## src/rtl/axi4l_arbiter2_if.sv

```systemverilog
// AXI4-Lite bus bundle shared by the arbiter and its neighbours.
// The master modport drives requests; the slave modport answers them.
interface axi4l_if #(
  parameter int ADDR_W = 32,
  parameter int DATA_W = 32
);
  logic                  awvalid;
  logic                  awready;
  logic [ADDR_W-1:0]     awaddr;
  logic [2:0]            awprot;
  logic                  wvalid;
  logic                  wready;
  logic [DATA_W-1:0]     wdata;
  logic [DATA_W/8-1:0]   wstrb;
  logic                  bvalid;
  logic                  bready;
  logic [1:0]            bresp;
  logic                  arvalid;
  logic                  arready;
  logic [ADDR_W-1:0]     araddr;
  logic [2:0]            arprot;
  logic                  rvalid;
  logic                  rready;
  logic [DATA_W-1:0]     rdata;
  logic [1:0]            rresp;

  modport master (
    output awvalid, awaddr, awprot, wvalid, wdata, wstrb, bready,
           arvalid, araddr, arprot, rready,
    input  awready, wready, bvalid, bresp, arready, rvalid, rdata, rresp
  );

  modport slave (
    input  awvalid, awaddr, awprot, wvalid, wdata, wstrb, bready,
           arvalid, araddr, arprot, rready,
    output awready, wready, bvalid, bresp, arready, rvalid, rdata, rresp
  );
endinterface

```

## src/rtl/axi4l_arbiter2.sv

```systemverilog
// Two-master, one-slave AXI4-Lite arbiter.
// Whole transactions are granted round-robin, one outstanding at a time;
// payload is passed straight through, nothing is buffered.
module axi4l_arbiter2 #(
  parameter bit WRITE_FIRST = 1'b1
) (
  input  logic       aclk,
  input  logic       areset,
  axi4l_if.slave     s0,
  axi4l_if.slave     s1,
  axi4l_if.master    m,
  output logic [1:0] gnt,
  output logic       busy
);

  typedef enum logic [2:0] {IDLE, WR, WR_RESP, RD, RD_RESP} state_t;

  state_t state;
  logic   last;
  logic   aw_done;
  logic   w_done;

  logic   sel;
  logic   req0, req1;
  logic   pick, pick_aw, pick_ar, go_write;
  logic   sel_awvalid, sel_wvalid, sel_arvalid, sel_bready, sel_rready;
  logic   fwd_awready, fwd_wready, fwd_arready, fwd_bvalid, fwd_rvalid;
  logic   aw_hs, w_hs, ar_hs, b_hs, r_hs;

  assign sel  = gnt[1];
  assign busy = (state != IDLE);

  // Only an address valid counts as a request; a lone wvalid just waits.
  assign req0 = s0.awvalid | s0.arvalid;
  assign req1 = s1.awvalid | s1.arvalid;

  // Round-robin pick: on a tie the master that was not served last wins.
  always_comb begin
    pick = 1'b0;
    if (req0 && req1) begin
      pick = ~last;
    end else if (req1) begin
      pick = 1'b1;
    end
  end

  assign pick_aw  = pick ? s1.awvalid : s0.awvalid;
  assign pick_ar  = pick ? s1.arvalid : s0.arvalid;
  assign go_write = pick_aw && (WRITE_FIRST || !pick_ar);

  assign sel_awvalid = sel ? s1.awvalid : s0.awvalid;
  assign sel_wvalid  = sel ? s1.wvalid  : s0.wvalid;
  assign sel_arvalid = sel ? s1.arvalid : s0.arvalid;
  assign sel_bready  = sel ? s1.bready  : s0.bready;
  assign sel_rready  = sel ? s1.rready  : s0.rready;

  assign m.awaddr = sel ? s1.awaddr : s0.awaddr;
  assign m.awprot = sel ? s1.awprot : s0.awprot;
  assign m.wdata  = sel ? s1.wdata  : s0.wdata;
  assign m.wstrb  = sel ? s1.wstrb  : s0.wstrb;
  assign m.araddr = sel ? s1.araddr : s0.araddr;
  assign m.arprot = sel ? s1.arprot : s0.arprot;

  // Channel forwarding for the granted master; completed AW/W channels are gated off.
  always_comb begin
    m.awvalid   = 1'b0;
    m.wvalid    = 1'b0;
    m.bready    = 1'b0;
    m.arvalid   = 1'b0;
    m.rready    = 1'b0;
    fwd_awready = 1'b0;
    fwd_wready  = 1'b0;
    fwd_arready = 1'b0;
    fwd_bvalid  = 1'b0;
    fwd_rvalid  = 1'b0;
    case (state)
      WR: begin
        m.awvalid   = sel_awvalid & ~aw_done;
        m.wvalid    = sel_wvalid & ~w_done;
        fwd_awready = m.awready & ~aw_done;
        fwd_wready  = m.wready & ~w_done;
      end
      WR_RESP: begin
        m.bready   = sel_bready;
        fwd_bvalid = m.bvalid;
      end
      RD: begin
        m.arvalid   = sel_arvalid;
        fwd_arready = m.arready;
      end
      RD_RESP: begin
        m.rready   = sel_rready;
        fwd_rvalid = m.rvalid;
      end
      default: begin
      end
    endcase
  end

  assign aw_hs = m.awvalid & m.awready;
  assign w_hs  = m.wvalid & m.wready;
  assign ar_hs = m.arvalid & m.arready;
  assign b_hs  = m.bvalid & m.bready;
  assign r_hs  = m.rvalid & m.rready;

  assign s0.awready = gnt[0] & fwd_awready;
  assign s0.wready  = gnt[0] & fwd_wready;
  assign s0.arready = gnt[0] & fwd_arready;
  assign s0.bvalid  = gnt[0] & fwd_bvalid;
  assign s0.rvalid  = gnt[0] & fwd_rvalid;
  assign s0.bresp   = (gnt[0] && state == WR_RESP) ? m.bresp : 2'b00;
  assign s0.rresp   = (gnt[0] && state == RD_RESP) ? m.rresp : 2'b00;
  assign s0.rdata   = (gnt[0] && state == RD_RESP) ? m.rdata : '0;

  assign s1.awready = gnt[1] & fwd_awready;
  assign s1.wready  = gnt[1] & fwd_wready;
  assign s1.arready = gnt[1] & fwd_arready;
  assign s1.bvalid  = gnt[1] & fwd_bvalid;
  assign s1.rvalid  = gnt[1] & fwd_rvalid;
  assign s1.bresp   = (gnt[1] && state == WR_RESP) ? m.bresp : 2'b00;
  assign s1.rresp   = (gnt[1] && state == RD_RESP) ? m.rresp : 2'b00;
  assign s1.rdata   = (gnt[1] && state == RD_RESP) ? m.rdata : '0;

  // Transaction FSM: grant in IDLE, hold it until the response handshake, then rotate.
  always_ff @(posedge aclk) begin
    if (areset) begin
      state   <= IDLE;
      gnt     <= 2'b00;
      last    <= 1'b1;
      aw_done <= 1'b0;
      w_done  <= 1'b0;
    end else begin
      case (state)
        IDLE: begin
          if (req0 || req1) begin
            gnt <= pick ? 2'b10 : 2'b01;
            if (go_write) begin
              state <= WR;
            end else begin
              state <= RD;
            end
          end
        end
        WR: begin
          if ((aw_done || aw_hs) && (w_done || w_hs)) begin
            state   <= WR_RESP;
            aw_done <= 1'b0;
            w_done  <= 1'b0;
          end else begin
            if (aw_hs) aw_done <= 1'b1;
            if (w_hs)  w_done  <= 1'b1;
          end
        end
        WR_RESP: begin
          if (b_hs) begin
            state <= IDLE;
            gnt   <= 2'b00;
            last  <= sel;
          end
        end
        RD: begin
          if (ar_hs) state <= RD_RESP;
        end
        RD_RESP: begin
          if (r_hs) begin
            state <= IDLE;
            gnt   <= 2'b00;
            last  <= sel;
          end
        end
        default: begin
          state <= IDLE;
        end
      endcase
    end
  end

endmodule
```

## src/flat_wrapper.sv

```systemverilog
// flat-port wrapper written by rule: the top's interface ports become plain ports
module axi4l_arbiter2_flat 
#(
  parameter bit WRITE_FIRST = 1'b1
)
  (aclk, areset, gnt, busy, s0_awvalid, s0_awaddr, s0_awprot, s0_wvalid, s0_wdata, s0_wstrb, s0_bready, s0_arvalid, s0_araddr, s0_arprot, s0_rready, s0_awready, s0_wready, s0_bvalid, s0_bresp, s0_arready, s0_rvalid, s0_rdata, s0_rresp, s1_awvalid, s1_awaddr, s1_awprot, s1_wvalid, s1_wdata, s1_wstrb, s1_bready, s1_arvalid, s1_araddr, s1_arprot, s1_rready, s1_awready, s1_wready, s1_bvalid, s1_bresp, s1_arready, s1_rvalid, s1_rdata, s1_rresp, m_awvalid, m_awaddr, m_awprot, m_wvalid, m_wdata, m_wstrb, m_bready, m_arvalid, m_araddr, m_arprot, m_rready, m_awready, m_wready, m_bvalid, m_bresp, m_arready, m_rvalid, m_rdata, m_rresp);
  axi4l_if s0_i ();
  axi4l_if s1_i ();
  axi4l_if m_i ();
  input  logic aclk;
  input  logic areset;
  output logic [1:0] gnt;
  output logic busy;
  input wire logic [$bits(s0_i.awvalid)-1:0] s0_awvalid;
  input wire logic [$bits(s0_i.awaddr)-1:0] s0_awaddr;
  input wire logic [$bits(s0_i.awprot)-1:0] s0_awprot;
  input wire logic [$bits(s0_i.wvalid)-1:0] s0_wvalid;
  input wire logic [$bits(s0_i.wdata)-1:0] s0_wdata;
  input wire logic [$bits(s0_i.wstrb)-1:0] s0_wstrb;
  input wire logic [$bits(s0_i.bready)-1:0] s0_bready;
  input wire logic [$bits(s0_i.arvalid)-1:0] s0_arvalid;
  input wire logic [$bits(s0_i.araddr)-1:0] s0_araddr;
  input wire logic [$bits(s0_i.arprot)-1:0] s0_arprot;
  input wire logic [$bits(s0_i.rready)-1:0] s0_rready;
  output wire logic [$bits(s0_i.awready)-1:0] s0_awready;
  output wire logic [$bits(s0_i.wready)-1:0] s0_wready;
  output wire logic [$bits(s0_i.bvalid)-1:0] s0_bvalid;
  output wire logic [$bits(s0_i.bresp)-1:0] s0_bresp;
  output wire logic [$bits(s0_i.arready)-1:0] s0_arready;
  output wire logic [$bits(s0_i.rvalid)-1:0] s0_rvalid;
  output wire logic [$bits(s0_i.rdata)-1:0] s0_rdata;
  output wire logic [$bits(s0_i.rresp)-1:0] s0_rresp;
  input wire logic [$bits(s1_i.awvalid)-1:0] s1_awvalid;
  input wire logic [$bits(s1_i.awaddr)-1:0] s1_awaddr;
  input wire logic [$bits(s1_i.awprot)-1:0] s1_awprot;
  input wire logic [$bits(s1_i.wvalid)-1:0] s1_wvalid;
  input wire logic [$bits(s1_i.wdata)-1:0] s1_wdata;
  input wire logic [$bits(s1_i.wstrb)-1:0] s1_wstrb;
  input wire logic [$bits(s1_i.bready)-1:0] s1_bready;
  input wire logic [$bits(s1_i.arvalid)-1:0] s1_arvalid;
  input wire logic [$bits(s1_i.araddr)-1:0] s1_araddr;
  input wire logic [$bits(s1_i.arprot)-1:0] s1_arprot;
  input wire logic [$bits(s1_i.rready)-1:0] s1_rready;
  output wire logic [$bits(s1_i.awready)-1:0] s1_awready;
  output wire logic [$bits(s1_i.wready)-1:0] s1_wready;
  output wire logic [$bits(s1_i.bvalid)-1:0] s1_bvalid;
  output wire logic [$bits(s1_i.bresp)-1:0] s1_bresp;
  output wire logic [$bits(s1_i.arready)-1:0] s1_arready;
  output wire logic [$bits(s1_i.rvalid)-1:0] s1_rvalid;
  output wire logic [$bits(s1_i.rdata)-1:0] s1_rdata;
  output wire logic [$bits(s1_i.rresp)-1:0] s1_rresp;
  output wire logic [$bits(m_i.awvalid)-1:0] m_awvalid;
  output wire logic [$bits(m_i.awaddr)-1:0] m_awaddr;
  output wire logic [$bits(m_i.awprot)-1:0] m_awprot;
  output wire logic [$bits(m_i.wvalid)-1:0] m_wvalid;
  output wire logic [$bits(m_i.wdata)-1:0] m_wdata;
  output wire logic [$bits(m_i.wstrb)-1:0] m_wstrb;
  output wire logic [$bits(m_i.bready)-1:0] m_bready;
  output wire logic [$bits(m_i.arvalid)-1:0] m_arvalid;
  output wire logic [$bits(m_i.araddr)-1:0] m_araddr;
  output wire logic [$bits(m_i.arprot)-1:0] m_arprot;
  output wire logic [$bits(m_i.rready)-1:0] m_rready;
  input wire logic [$bits(m_i.awready)-1:0] m_awready;
  input wire logic [$bits(m_i.wready)-1:0] m_wready;
  input wire logic [$bits(m_i.bvalid)-1:0] m_bvalid;
  input wire logic [$bits(m_i.bresp)-1:0] m_bresp;
  input wire logic [$bits(m_i.arready)-1:0] m_arready;
  input wire logic [$bits(m_i.rvalid)-1:0] m_rvalid;
  input wire logic [$bits(m_i.rdata)-1:0] m_rdata;
  input wire logic [$bits(m_i.rresp)-1:0] m_rresp;
  assign s0_i.awvalid = s0_awvalid;
  assign s0_i.awaddr = s0_awaddr;
  assign s0_i.awprot = s0_awprot;
  assign s0_i.wvalid = s0_wvalid;
  assign s0_i.wdata = s0_wdata;
  assign s0_i.wstrb = s0_wstrb;
  assign s0_i.bready = s0_bready;
  assign s0_i.arvalid = s0_arvalid;
  assign s0_i.araddr = s0_araddr;
  assign s0_i.arprot = s0_arprot;
  assign s0_i.rready = s0_rready;
  assign s0_awready = s0_i.awready;
  assign s0_wready = s0_i.wready;
  assign s0_bvalid = s0_i.bvalid;
  assign s0_bresp = s0_i.bresp;
  assign s0_arready = s0_i.arready;
  assign s0_rvalid = s0_i.rvalid;
  assign s0_rdata = s0_i.rdata;
  assign s0_rresp = s0_i.rresp;
  assign s1_i.awvalid = s1_awvalid;
  assign s1_i.awaddr = s1_awaddr;
  assign s1_i.awprot = s1_awprot;
  assign s1_i.wvalid = s1_wvalid;
  assign s1_i.wdata = s1_wdata;
  assign s1_i.wstrb = s1_wstrb;
  assign s1_i.bready = s1_bready;
  assign s1_i.arvalid = s1_arvalid;
  assign s1_i.araddr = s1_araddr;
  assign s1_i.arprot = s1_arprot;
  assign s1_i.rready = s1_rready;
  assign s1_awready = s1_i.awready;
  assign s1_wready = s1_i.wready;
  assign s1_bvalid = s1_i.bvalid;
  assign s1_bresp = s1_i.bresp;
  assign s1_arready = s1_i.arready;
  assign s1_rvalid = s1_i.rvalid;
  assign s1_rdata = s1_i.rdata;
  assign s1_rresp = s1_i.rresp;
  assign m_awvalid = m_i.awvalid;
  assign m_awaddr = m_i.awaddr;
  assign m_awprot = m_i.awprot;
  assign m_wvalid = m_i.wvalid;
  assign m_wdata = m_i.wdata;
  assign m_wstrb = m_i.wstrb;
  assign m_bready = m_i.bready;
  assign m_arvalid = m_i.arvalid;
  assign m_araddr = m_i.araddr;
  assign m_arprot = m_i.arprot;
  assign m_rready = m_i.rready;
  assign m_i.awready = m_awready;
  assign m_i.wready = m_wready;
  assign m_i.bvalid = m_bvalid;
  assign m_i.bresp = m_bresp;
  assign m_i.arready = m_arready;
  assign m_i.rvalid = m_rvalid;
  assign m_i.rdata = m_rdata;
  assign m_i.rresp = m_rresp;
  axi4l_arbiter2 #(.WRITE_FIRST(WRITE_FIRST)) u_core (.aclk(aclk), .areset(areset), .s0(s0_i), .s1(s1_i), .m(m_i), .gnt(gnt), .busy(busy));
endmodule
```

## config.mk

```make
export PLATFORM = sky130hd
export DESIGN_NAME = axi4l_arbiter2_flat
export DESIGN_NICKNAME = d
export VERILOG_FILES = /design/src/rtl/axi4l_arbiter2_if.sv /design/src/rtl/axi4l_arbiter2.sv /design/src/flat_wrapper.sv
export SDC_FILE = /design/constraint.sdc
export NUM_CORES = 1
export LEC_CHECK = 0
export BUFFER_PORTS_ARGS = -buffer_cell sky130_fd_sc_hd__buf_2
export CORE_AREA = 2 2 179 181
export DETAILED_ROUTE_END_ITERATION = 7
export DIE_AREA = 0 0 181 183
export PLACE_DENSITY = 0.38
export SLEW_MARGIN = 30
export SYNTH_ARGS = -nofsm -noshare
export SYNTH_HDL_FRONTEND = slang
export SYNTH_SLANG_ARGS = --single-unit
```

## constraint.sdc

```tcl
create_clock -name aclk -period 1.44 [get_ports aclk]
set_input_delay 0 -clock aclk [delete_from_list [all_inputs] [get_ports aclk]]
set_output_delay 0 -clock aclk [all_outputs]
set_load 0.005 [all_outputs]
```

==> reports/metrics.cfg, run 1 <==
[critical_path]
reg2reg_depth=6
cpPeakStageDelay_ps=390
ff2ff_setup_slack_ps=-160
crit_required_ps=1560
critPathTopFamily=multiplexers
crit_type=register to register
path_depth=6
slowest_stage=dfxtp_4
critPathBufInv=1
worstReg2RegEnd=u_core.state[1]$_SDFFE_PP0P_
reg2reg_from=u_core.gnt[1]$_SDFFE_PP0P_
cp-end-kind=register
path_cells=buf_6 > mux2i_4 > o21ai_2 > o31ai_2 > a211oi_2 > mux2_4
critPathArrivalTime_ps=1720
cp-start-kind=register
crit_fanout=7

[logic_synthesis]
ys_ff_latch=8
ys_types=35
synth_top_area_cell=mux2_2
yosys-top-cells-area=mux2_2 (50%), and2_1 (18%), dfxtp_1 (6.7%)
netlist_instances=292
syn-num-nets=557
synth_edf_count=0
async_flop_share_pct=0
synth_flop_cell=dfxtp_1
ys_seq_area_share_pct=6.670
yosysWarnings=0
yosys.area.top_type_share_pct=50.18
post_synth.cell_area_avg_um2=8.223
syn_area_mm2=0.002401

[place]
place_area_mm2=0.005388
gp_congestion=0.8329
io_buffers=460
hpwl_um=18350

[global_routing]
grt_pass1_wl_um=28080
grt_pass1_vias=3993
grt_usage_pct=11.78
antenna_found_initial=9
grt_max_degree=48
gr-total-overflow=0

[clock_tree]
insertion_delay_ps=240
htree_levels=1
cts_made_buffers=3
cts_num_sinks=8
cts_root_buf=clkbuf_16
post_cts_hold_buffer_count=0
cts_buffer_depth=2
clkSlewWorstSetupHoldPaths_ps=40
cts_tree=yes

[sta]
skew_ps=4.399
tightest_slew_ps=307.3
hold_viol_final=0
setup_viol=179
fin_hold_ws_ps=74.49
fmax_mhz=625.7
finalCritPeriodShare_pct=111.0
setup_slack_ps=-158.1
rsz0062_at_grt=yes
max_slew_margin_pct=79.39
min_period_ps=1598
drv_slew=0

[drt]
post-route-drc-count=0
wl_met3_um=1994
wl_met2_um=12630
first_pass_iters=5
met1_length_um=8217
drt_iter0_markers=124
postRouteAntennaNets=0
highest_layer=met5
wl_per_cell_um=19.67
viasPerCell=3.566
routed_wl_um=23580
vias=4276

[layout]
finalInstanceArea_mm2=0.006579
drive_above_1_share_pct=89.03
mostFrequentLayoutCells=buf_2 (416), mux2_2 (104), buf_6 (58)
nets=1059
fin_util_pct=21.07
syn2layout_area_growth_pct=174.0
fill_cells=3514
final_common_cell=buf_2

[die]
rows=65
fp.dieH_um=183
io_pins=461
start_util_pct=7.688
core-area_mm2=0.03123
die_w_um=181
dieArea_mm2=0.03312

[job]
maxCapViolations=0

[power_and_ir_drop]
leakagePower_nw=3.384
clock_power_share_pct=11.0
switchingPower_mw=1.743
p_comb_share_pct=80.6
ir_drop_uv=444.2
p_total_mw=4.464
swShare_pct=39.04
pwr-share-seq_pct=8.3
p_int_mw=2.721
power_per_cell_area_mw_per_mm2=678.5

[status]
status=finished with violations
violations=negative setup slack

[worst_hold_path]
min_to=u_core.gnt[0]$_SDFFE_PP0P_
worstHoldPathType=input pin to register
hold_depth=2
min_from=areset

[cell usage after synthesis (2+ instances only)]
library cell / number
a21oi_1: 3
a31oi_1: 3
and2_1: 71
and3_1: 8
buf_2: 10
clkbuf_1: 9
dfxtp_1: 8
inv_1: 4
mux2_2: 107
mux2_4: 2
mux2i_1: 3
nand2_1: 12
nand2b_1: 2
nand3_1: 2
nor2_1: 18
nor2b_1: 5
nor3_1: 4
o21ai_0: 4
[registers in the layout (all words and copies together), names as in the netlist]
register and flops:
u_core.w_done 1, u_core.gnt 2, u_core.last 1, u_core.state 3, u_core.aw_done 1
[how the worst max path moves through the flow]
stage	slack, ps	start	endpoint
floorplan	-80	u_core.gnt[1]$_SDFFE_PP0P_	u_core.state[1]$_SDFFE_PP0P_
global placement	-120	u_core.gnt[1]$_SDFFE_PP0P_	u_core.state[1]$_SDFFE_PP0P_
detailed placement	-130	u_core.gnt[1]$_SDFFE_PP0P_	u_core.state[1]$_SDFFE_PP0P_
CTS	-170	u_core.gnt[1]$_SDFFE_PP0P_	u_core.state[1]$_SDFFE_PP0P_
global route	-200	u_core.gnt[1]$_SDFFE_PP0P_	u_core.state[1]$_SDFFE_PP0P_
finish	-160	u_core.gnt[1]$_SDFFE_PP0P_	u_core.state[1]$_SDFFE_PP0P_
[logic make-up after synthesis]
logic type	count (synthesis)	synth area share [%]
compound gates	21	6.306
mux	112	52.68
buf+inv	26	5.054
flops	8	6.670
simple gates	125	29.29
[layout make-up]
type | count | area, µm² | area share [%]
Antenna cell | 4 | 10.01 | 0.1521
Sequential cell | 8 | 172.7 | 2.625
Clock buffer | 4 | 78.83 | 1.198
Multi-Input combinational cell | 258 | 2394 | 36.38
Tap cell | 402 | 503.0 | 7.645
Inverter | 4 | 20.02 | 0.3043
Timing Repair Buffer | 519 | 3401 | 51.69
[worst register-to-register path, stage by stage (launching register included)]
cell	delay, ps
dfxtp_4	390
buf_6	160
mux2i_4	190
o21ai_2	140
o31ai_2	110
a211oi_2	190
mux2_4	310
[per-stage QoR]
step,TNS (ps),std cells,setup slack [ps]
after floorplan,-75.06,292,-75.06
after detailed placement,-4112,1164,-129.0
after CTS,-16400,1174,-166.9
after global placement,-3492,1164,-119.1
after global routing,-23760,1197,-204.9
final,-15050,1199,-158.1
[timing repair]
action                                  in CTS  in global routing
setup buffers                                2                  9
endpoints found under the setup margin     196                199
gates resized for setup                     52                112
gates cloned                                 4                 13
pin swaps                                    8                 50
endpoints found under the hold margin        0                  0
[power by group through the flow]
| stage | sequential, mW | clock [mW] | combinational, mW |
|---|---|---|---|
| floorplan | 0.335 | 0 | 1.30 |
| global placement | 0.344 | 0 | 2.89 |
| detailed placement | 0.347 | 0 | 2.87 |
| CTS | 0.354 | 0.507 | 3.16 |
| global route | 0.383 | 0.517 | 3.88 |
| finish | 0.372 | 0.493 | 3.60 |
[metal layers]
metal	vias to the layer above	global-route usage (%)
met3	35	2.701
li1	2040	-
met5	-	0
met4	4	2.699
met2	306	23.65
met1	1891	12.33
Power figures use the tool's default switching activity.
==> run 2, diff against run 1 <==
--- a/config.mk
+++ b/config.mk
@@ -7,8 +7,10 @@
 export LEC_CHECK = 0
 export BUFFER_PORTS_ARGS = -buffer_cell sky130_fd_sc_hd__buf_2
 export CORE_AREA = 2 2 179 181
+export CTS_CLUSTER_SIZE = 14
 export DETAILED_ROUTE_END_ITERATION = 7
 export DIE_AREA = 0 0 181 183
+export MAX_ROUTING_LAYER = met4
 export PLACE_DENSITY = 0.38
 export SLEW_MARGIN = 30
 export SYNTH_ARGS = -nofsm -noshare
==> run 2 against run 1 <==
  * The flow still finishes with violations (negative setup slack)
  * Power grew 0.27%
  * Routed wire length grew 0.29%
  * Sequential share of layout area hardly changed
  * Setup slack worse by 2.0 ps
  * Die area unchanged
  * Clock skew barely moved
  * Sequential cell count stayed put
  * Critical path depth unchanged
  * Register-to-register slack about the same
  * Critical endpoint unchanged
  * Largest cell class unchanged
==> reports/metrics.cfg, run 2 (synthesized netlist as in run 1, its figures left out) <==
[status]
status=finished with violations
violations=negative setup slack

[drt]
drt_iter0_markers=164  ; +32%
viasPerCell=3.582  ; +0.45%
wl_per_cell_um=19.68  ; about the same
postRouteAntennaNets=0  ; unchanged
first_pass_iters=5  ; unchanged
vias=4306  ; +0.70%
post-route-drc-count=0  ; unchanged
routed_wl_um=23650  ; +0.29%

[critical_path]
slowest_stage=dfxtp_4
cp-end-kind=register
crit_required_ps=1560  ; about the same
critPathTopFamily=multiplexers
path_depth=6  ; unchanged
critPathArrivalTime_ps=1720  ; about the same
worstReg2RegEnd=u_core.state[1]$_SDFFE_PP0P_
reg2reg_depth=6  ; unchanged
ff2ff_setup_slack_ps=-160  ; about the same
crit_path_end=u_core.state[1]$_SDFFE_PP0P_
cp-start-kind=register
path_cells=buf_6 > mux2i_4 > o21ai_2 > o31ai_2 > a211oi_2 > mux2_4
crit_type=register to register
critPathBufInv=1  ; unchanged
cpPeakStageDelay_ps=390  ; about the same
crit_path_start=u_core.gnt[1]$_SDFFE_PP0P_
reg2reg_from=u_core.gnt[1]$_SDFFE_PP0P_
crit_fanout=7  ; unchanged

[layout]
top_regs=u_core.state x3, u_core.gnt x2
final_common_cell=buf_2
syn2layout_area_growth_pct=174.3
nets=1059  ; unchanged
mostFrequentLayoutCells=buf_2 (416), mux2_2 (104), buf_6 (58)
largest-register=u_core.state
largest_reg_flops=3  ; unchanged
drive_above_1_share_pct=89.03  ; unchanged

[place]
io_buffers=460  ; unchanged
hpwl_um=18350  ; unchanged
gp_congestion=0.8463  ; +1.6%

[job]
maxCapViolations=0  ; unchanged

[power_and_ir_drop]
ir_drop_uv=445.4  ; +0.27%
power_per_cell_area_mw_per_mm2=679.5  ; +0.15%
p_comb_share_pct=80.6  ; about the same
swShare_pct=39.19  ; +0.15 points
p_total_mw=4.476  ; +0.27%
p_int_mw=2.721  ; about the same
clock_power_share_pct=11.0  ; about the same
switchingPower_mw=1.754  ; +0.66%
leakagePower_nw=3.384  ; about the same
pwr-share-seq_pct=8.3  ; about the same

[sta]
hold_viol_final=0  ; unchanged
tightest_slew_ps=303.7  ; -3.580 ps
setup_viol=179  ; unchanged
drv_slew=0  ; unchanged
setup_slack_ps=-160.2  ; -2.023 ps
setup-tns-final_ps=-15860  ; -807.2 ps
skew_ps=4.761  ; +0.3619 ps
finalCritPeriodShare_pct=111.1  ; +0.14 points
min_period_ps=1600  ; +2.023 ps
rsz0062_at_grt=yes
fmax_mhz=624.9  ; -0.13%
max_slew_margin_pct=79.63  ; +0.24 points

[clock_tree]
cts_root_buf=clkbuf_16
cts_tree=yes
clkSlewWorstSetupHoldPaths_ps=40  ; about the same
post_cts_hold_buffer_count=0  ; unchanged
insertion_delay_ps=240  ; about the same
cts_buffer_depth=2  ; unchanged
cts_num_sinks=8  ; unchanged
htree_levels=1  ; unchanged
cts_made_buffers=3  ; unchanged

[global_routing]
gr-total-overflow=0  ; unchanged
grt_pass1_vias=4009  ; +0.40%
antenna_found_initial=9  ; unchanged
grt_pass1_wl_um=28010  ; -0.22%
grt_usage_pct=12.13  ; +0.34 points
grt_max_degree=48  ; unchanged

[die]
io_pins=461  ; unchanged
core-area_mm2=0.03123  ; unchanged
die_w_um=181  ; unchanged
fp.dieH_um=183  ; unchanged
start_util_pct=7.688  ; unchanged
rows=65  ; unchanged
dieArea_mm2=0.03312  ; unchanged

[worst_hold_path]
worstHoldPathType=input pin to register

==> run 2: changes by cell type in the layout (fill, tap and decap cells not counted), sizes merged <==
cell | previous run | this run
diode | 4 | 7
==> run 2: how the worst min path moves through the flow <==
| stage | endpoint | slack, ps | start | cells after the start |
|---|---|---|---|---|
| 3_3_place_gp | s1_rdata[15] | 280 | m_rdata[15] | 3 |
| 2_1_floorplan | s0_bresp[0] | 100 | m_bresp[0] | 2 |
| 3_5_place_dp | s0_rdata[18] | 280 | m_rdata[18] | 3 |
| 6_report | u_core.gnt[1]$_SDFFE_PP0P_ | 80 | areset | 2 |
| 5_1_grt | u_core.gnt[1]$_SDFFE_PP0P_ | 90 | areset | 2 |
| 4_1_cts | u_core.gnt[1]$_SDFFE_PP0P_ | 70 | areset | 2 |
==> run 2: power by group through the flow <==
stage / clock, mW / combinational [mW] / sequential, mW
3_3_place_gp: 0 / 2.89 / 0.344
3_5_place_dp: 0 / 2.87 / 0.347
5_1_grt: 0.517 / 3.88 / 0.383
6_report: 0.494 / 3.61 / 0.373
2_1_floorplan: 0 / 1.30 / 0.335
4_1_cts: 0.507 / 3.16 / 0.354
==> run 2: layout make-up <==
class	count	area, µm²
diodes	7	17.52
clock buffers	4	78.83
fillers	3515	24640
inverters	4	20.02
multi-input cells	258	2394
flip-flops and latches	8	172.7
well taps	402	503.0
repair buffers	519	3401
==> run 2: per-stage QoR <==
step | instance area (µm²) | utilization (%) | instances | setup slack, ps | hold slack (ps)
floorplan | 2409 | - | 292 | -75.06 | 97.20
global placement | 5388 | 17.25 | 1164 | -119.1 | 276.4
detailed placement | 5388 | 17.25 | 1164 | -129.0 | 276.7
CTS | 5774 | 18.49 | 1174 | -166.9 | 71.07
global route | 6579 | 21.07 | 1199 | -204.9 | 93.21
finish | 6586 | 21.09 | 1202 | -160.2 | 78.32
==> run 2: repair_timing <==
action                     in CTS  in global routing
pin swaps                       8                 50
gates resized for setup        52                112
setup buffers                   2                  9
setup endpoints to repair     196                199
gates cloned                    4                 13
==> run 2: metal layers <==
layer,GRT usage [%],wire [µm],up-vias
met2,23.65,12750,305
met5,-,0,-
met3,1.966,1758,31
met4,2.732,601,0
li1,-,-,2041
met1,12.75,8539,1929
==> run 3, diff against run 2 <==
--- a/config.mk
+++ b/config.mk
@@ -7,6 +7,7 @@
 export LEC_CHECK = 0
 export BUFFER_PORTS_ARGS = -buffer_cell sky130_fd_sc_hd__buf_2
 export CORE_AREA = 2 2 179 181
+export CTS_BUF_LIST = sky130_fd_sc_hd__clkbuf_4
 export CTS_CLUSTER_SIZE = 14
 export DETAILED_ROUTE_END_ITERATION = 7
 export DIE_AREA = 0 0 181 183
==> run 3 against run 2 <==
  * The run still ends with negative setup slack left
  * Register-to-register slack lost 30 ps
  * Sequential share of layout area is essentially flat
  * Power shrank 1.8%
  * Combinational power grew 5.5%
  * Die area is the same
  * Critical endpoint unchanged
  * Largest power group unchanged
  * Highest routed layer unchanged
==> reports/metrics.cfg, run 3 (synthesized netlist as in run 1, its figures left out) <==
[critical_path]
crit_type=register to register
crit_required_ps=1590  ; +30 ps
cp-end-kind=register
critPathArrivalTime_ps=1780  ; +60 ps
cp-start-kind=register
crit_fanout=6  ; -1

[place]
gp_congestion=0.8463  ; unchanged
io_buffers=460  ; unchanged
dp.cells=1164  ; unchanged
place_area_mm2=0.005388  ; unchanged
hpwl_um=18350  ; unchanged

[sta]
setup-tns-final_ps=-15720  ; +140.1 ps
fmax_mhz=612.5  ; -2.0%
skew_ps=9.030  ; +4.269 ps
drv_slew=0  ; unchanged
max_slew_margin_pct=78.86  ; -0.77 points
finalCritPeriodShare_pct=113.4  ; +2.3 points
hold_viol_final=0  ; unchanged
rsz0062_at_grt=yes
setup_viol=184  ; +2.8%
setup_slack_ps=-192.7  ; -32.56 ps
min_period_ps=1633  ; +32.56 ps
fin_hold_ws_ps=35.88  ; -42.44 ps
tightest_slew_ps=308.3  ; +4.624 ps

[global_routing]
grt_pass1_wl_um=28860  ; +3.0%
grt_usage_pct=12.54  ; +0.41 points
grt_pass1_vias=4070  ; +1.5%
gr-total-overflow=0  ; unchanged
antenna_found_initial=10  ; +1
grt_max_degree=36  ; -25%

[layout]
drive_above_1_share_pct=87.89  ; -1.1 points
top_regs=u_core.state x3, u_core.gnt x2
regArea_um2=172.7  ; unchanged
nets=1067  ; +0.76%
final_common_cell=buf_2
fill_cells=3527  ; +0.34%
largest-register=u_core.state
syn2layout_area_growth_pct=174.8
mostFrequentLayoutCells=buf_2 (421), mux2_2 (98), buf_6 (52)
layout.cells.non_filler=1210  ; +0.67%
largest_reg_flops=3  ; unchanged
multiInputGateArea_mm2=0.002366  ; -1.2%
finalInstanceArea_mm2=0.006598  ; +0.17%

[die]
start_util_pct=7.688  ; unchanged
die_w_um=181  ; unchanged
fp.dieH_um=183  ; unchanged
rows=65  ; unchanged
core-area_mm2=0.03123  ; unchanged
dieArea_mm2=0.03312  ; unchanged
io_pins=461  ; unchanged

[job]
maxCapViolations=0  ; unchanged

[power_and_ir_drop]
switchingPower_mw=1.765  ; +0.63%
leakagePower_nw=3.432  ; +1.4%
p_total_mw=4.396  ; -1.8%
pwr-share-seq_pct=8.3  ; about the same
p_int_mw=2.631  ; -3.3%
ir_drop_uv=286.8  ; -36%
p_comb_share_pct=86.6  ; +6.0 points
power_per_cell_area_mw_per_mm2=666.3  ; -2.0%
clock_power_share_pct=5.1  ; -5.9 points
swShare_pct=40.16  ; +0.96 points

[drt]
drt_iter0_markers=129  ; -21%
postRouteAntennaNets=0  ; unchanged
viasPerCell=3.577  ; -0.15%
routed_wl_um=23370  ; -1.2%
post-route-drc-count=0  ; unchanged
vias=4328  ; +0.51%
first_pass_iters=4  ; -1
wl_per_cell_um=19.32  ; -1.8%

[clock_tree]
cts_root_buf=clkbuf_4
cts_num_sinks=8  ; unchanged
clkSlewWorstSetupHoldPaths_ps=70  ; +30 ps
insertion_delay_ps=270  ; +30 ps
cts_made_buffers=3  ; unchanged
htree_levels=1  ; unchanged
cts_buffer_depth=2  ; unchanged
cts_tree=yes

[status]
violations=negative setup slack
status=finished with violations

[worst_hold_path]
worstHoldPathType=input pin to register

run 3: power by group through the flow:
stage	clock [mW]	combinational, mW	sequential (mW)
floorplan	0	1.30	0.335
global placement	0	2.89	0.344
detailed placement	0	2.87	0.347
CTS	0.232	3.40	0.347
global route	0.241	4.10	0.372
finish	0.225	3.81	0.363
run 3: metal layers:
layer	vias up	wire length, µm	track usage [%]
li1	2063	-	-
met3	30	1838	1.906
met1	1922	8472	13.54
met5	-	0	-
met2	313	12390	24.29
met4	0	676	2.374
run 3: critical path: stages (launching register included):
cell,delay [ps]
dfxtp_4,380
buf_12,140
mux2_4,210
nand2_2,50
a22o_1,220
a211oi_2,210
mux2_4,310
run 3: stage by stage:
step                      utilization, %  worst slack, ps
after floorplan                        -           -75.06
after CTS                          18.73           -204.1
final                              21.13           -192.7
after global routing               21.11           -341.6
after detailed placement           17.25           -129.0
after global placement             17.25           -119.1
run 3: final timing paths:
kind	from	endpoint	slack (ps)	depth (start not counted)
setup / recovery	u_core.gnt[1]$_SDFFE_PP0P_	u_core.state[1]$_SDFFE_PP0P_	-190	6
hold / removal	areset	u_core.gnt[0]$_SDFFE_PP0P_	40	2
setup reg to reg	u_core.gnt[1]$_SDFFE_PP0P_	u_core.state[1]$_SDFFE_PP0P_	-190	6
hold reg to reg	u_core.last$_SDFFE_PP1P_	u_core.last$_SDFFE_PP1P_	510	1
run 3: timing repair:
action                     in CTS  in global routing
buffers inserted                8                 12
setup endpoints to repair     197                199
gates cloned                    7                  9
pin swaps                       5                 42
resized for setup              47                105
hold buffers                    0                  0
run 3: final cells by class:
| type | count | area share [%] |
|---|---|---|
| clock buffer | 4 | 0.4551 |
| sequential | 8 | 2.617 |
| multi-input combinational | 258 | 35.86 |
| tap | 402 | 7.624 |
| antenna | 7 | 0.2655 |
| timing repair buffer | 527 | 52.87 |
| inverter | 4 | 0.3034 |
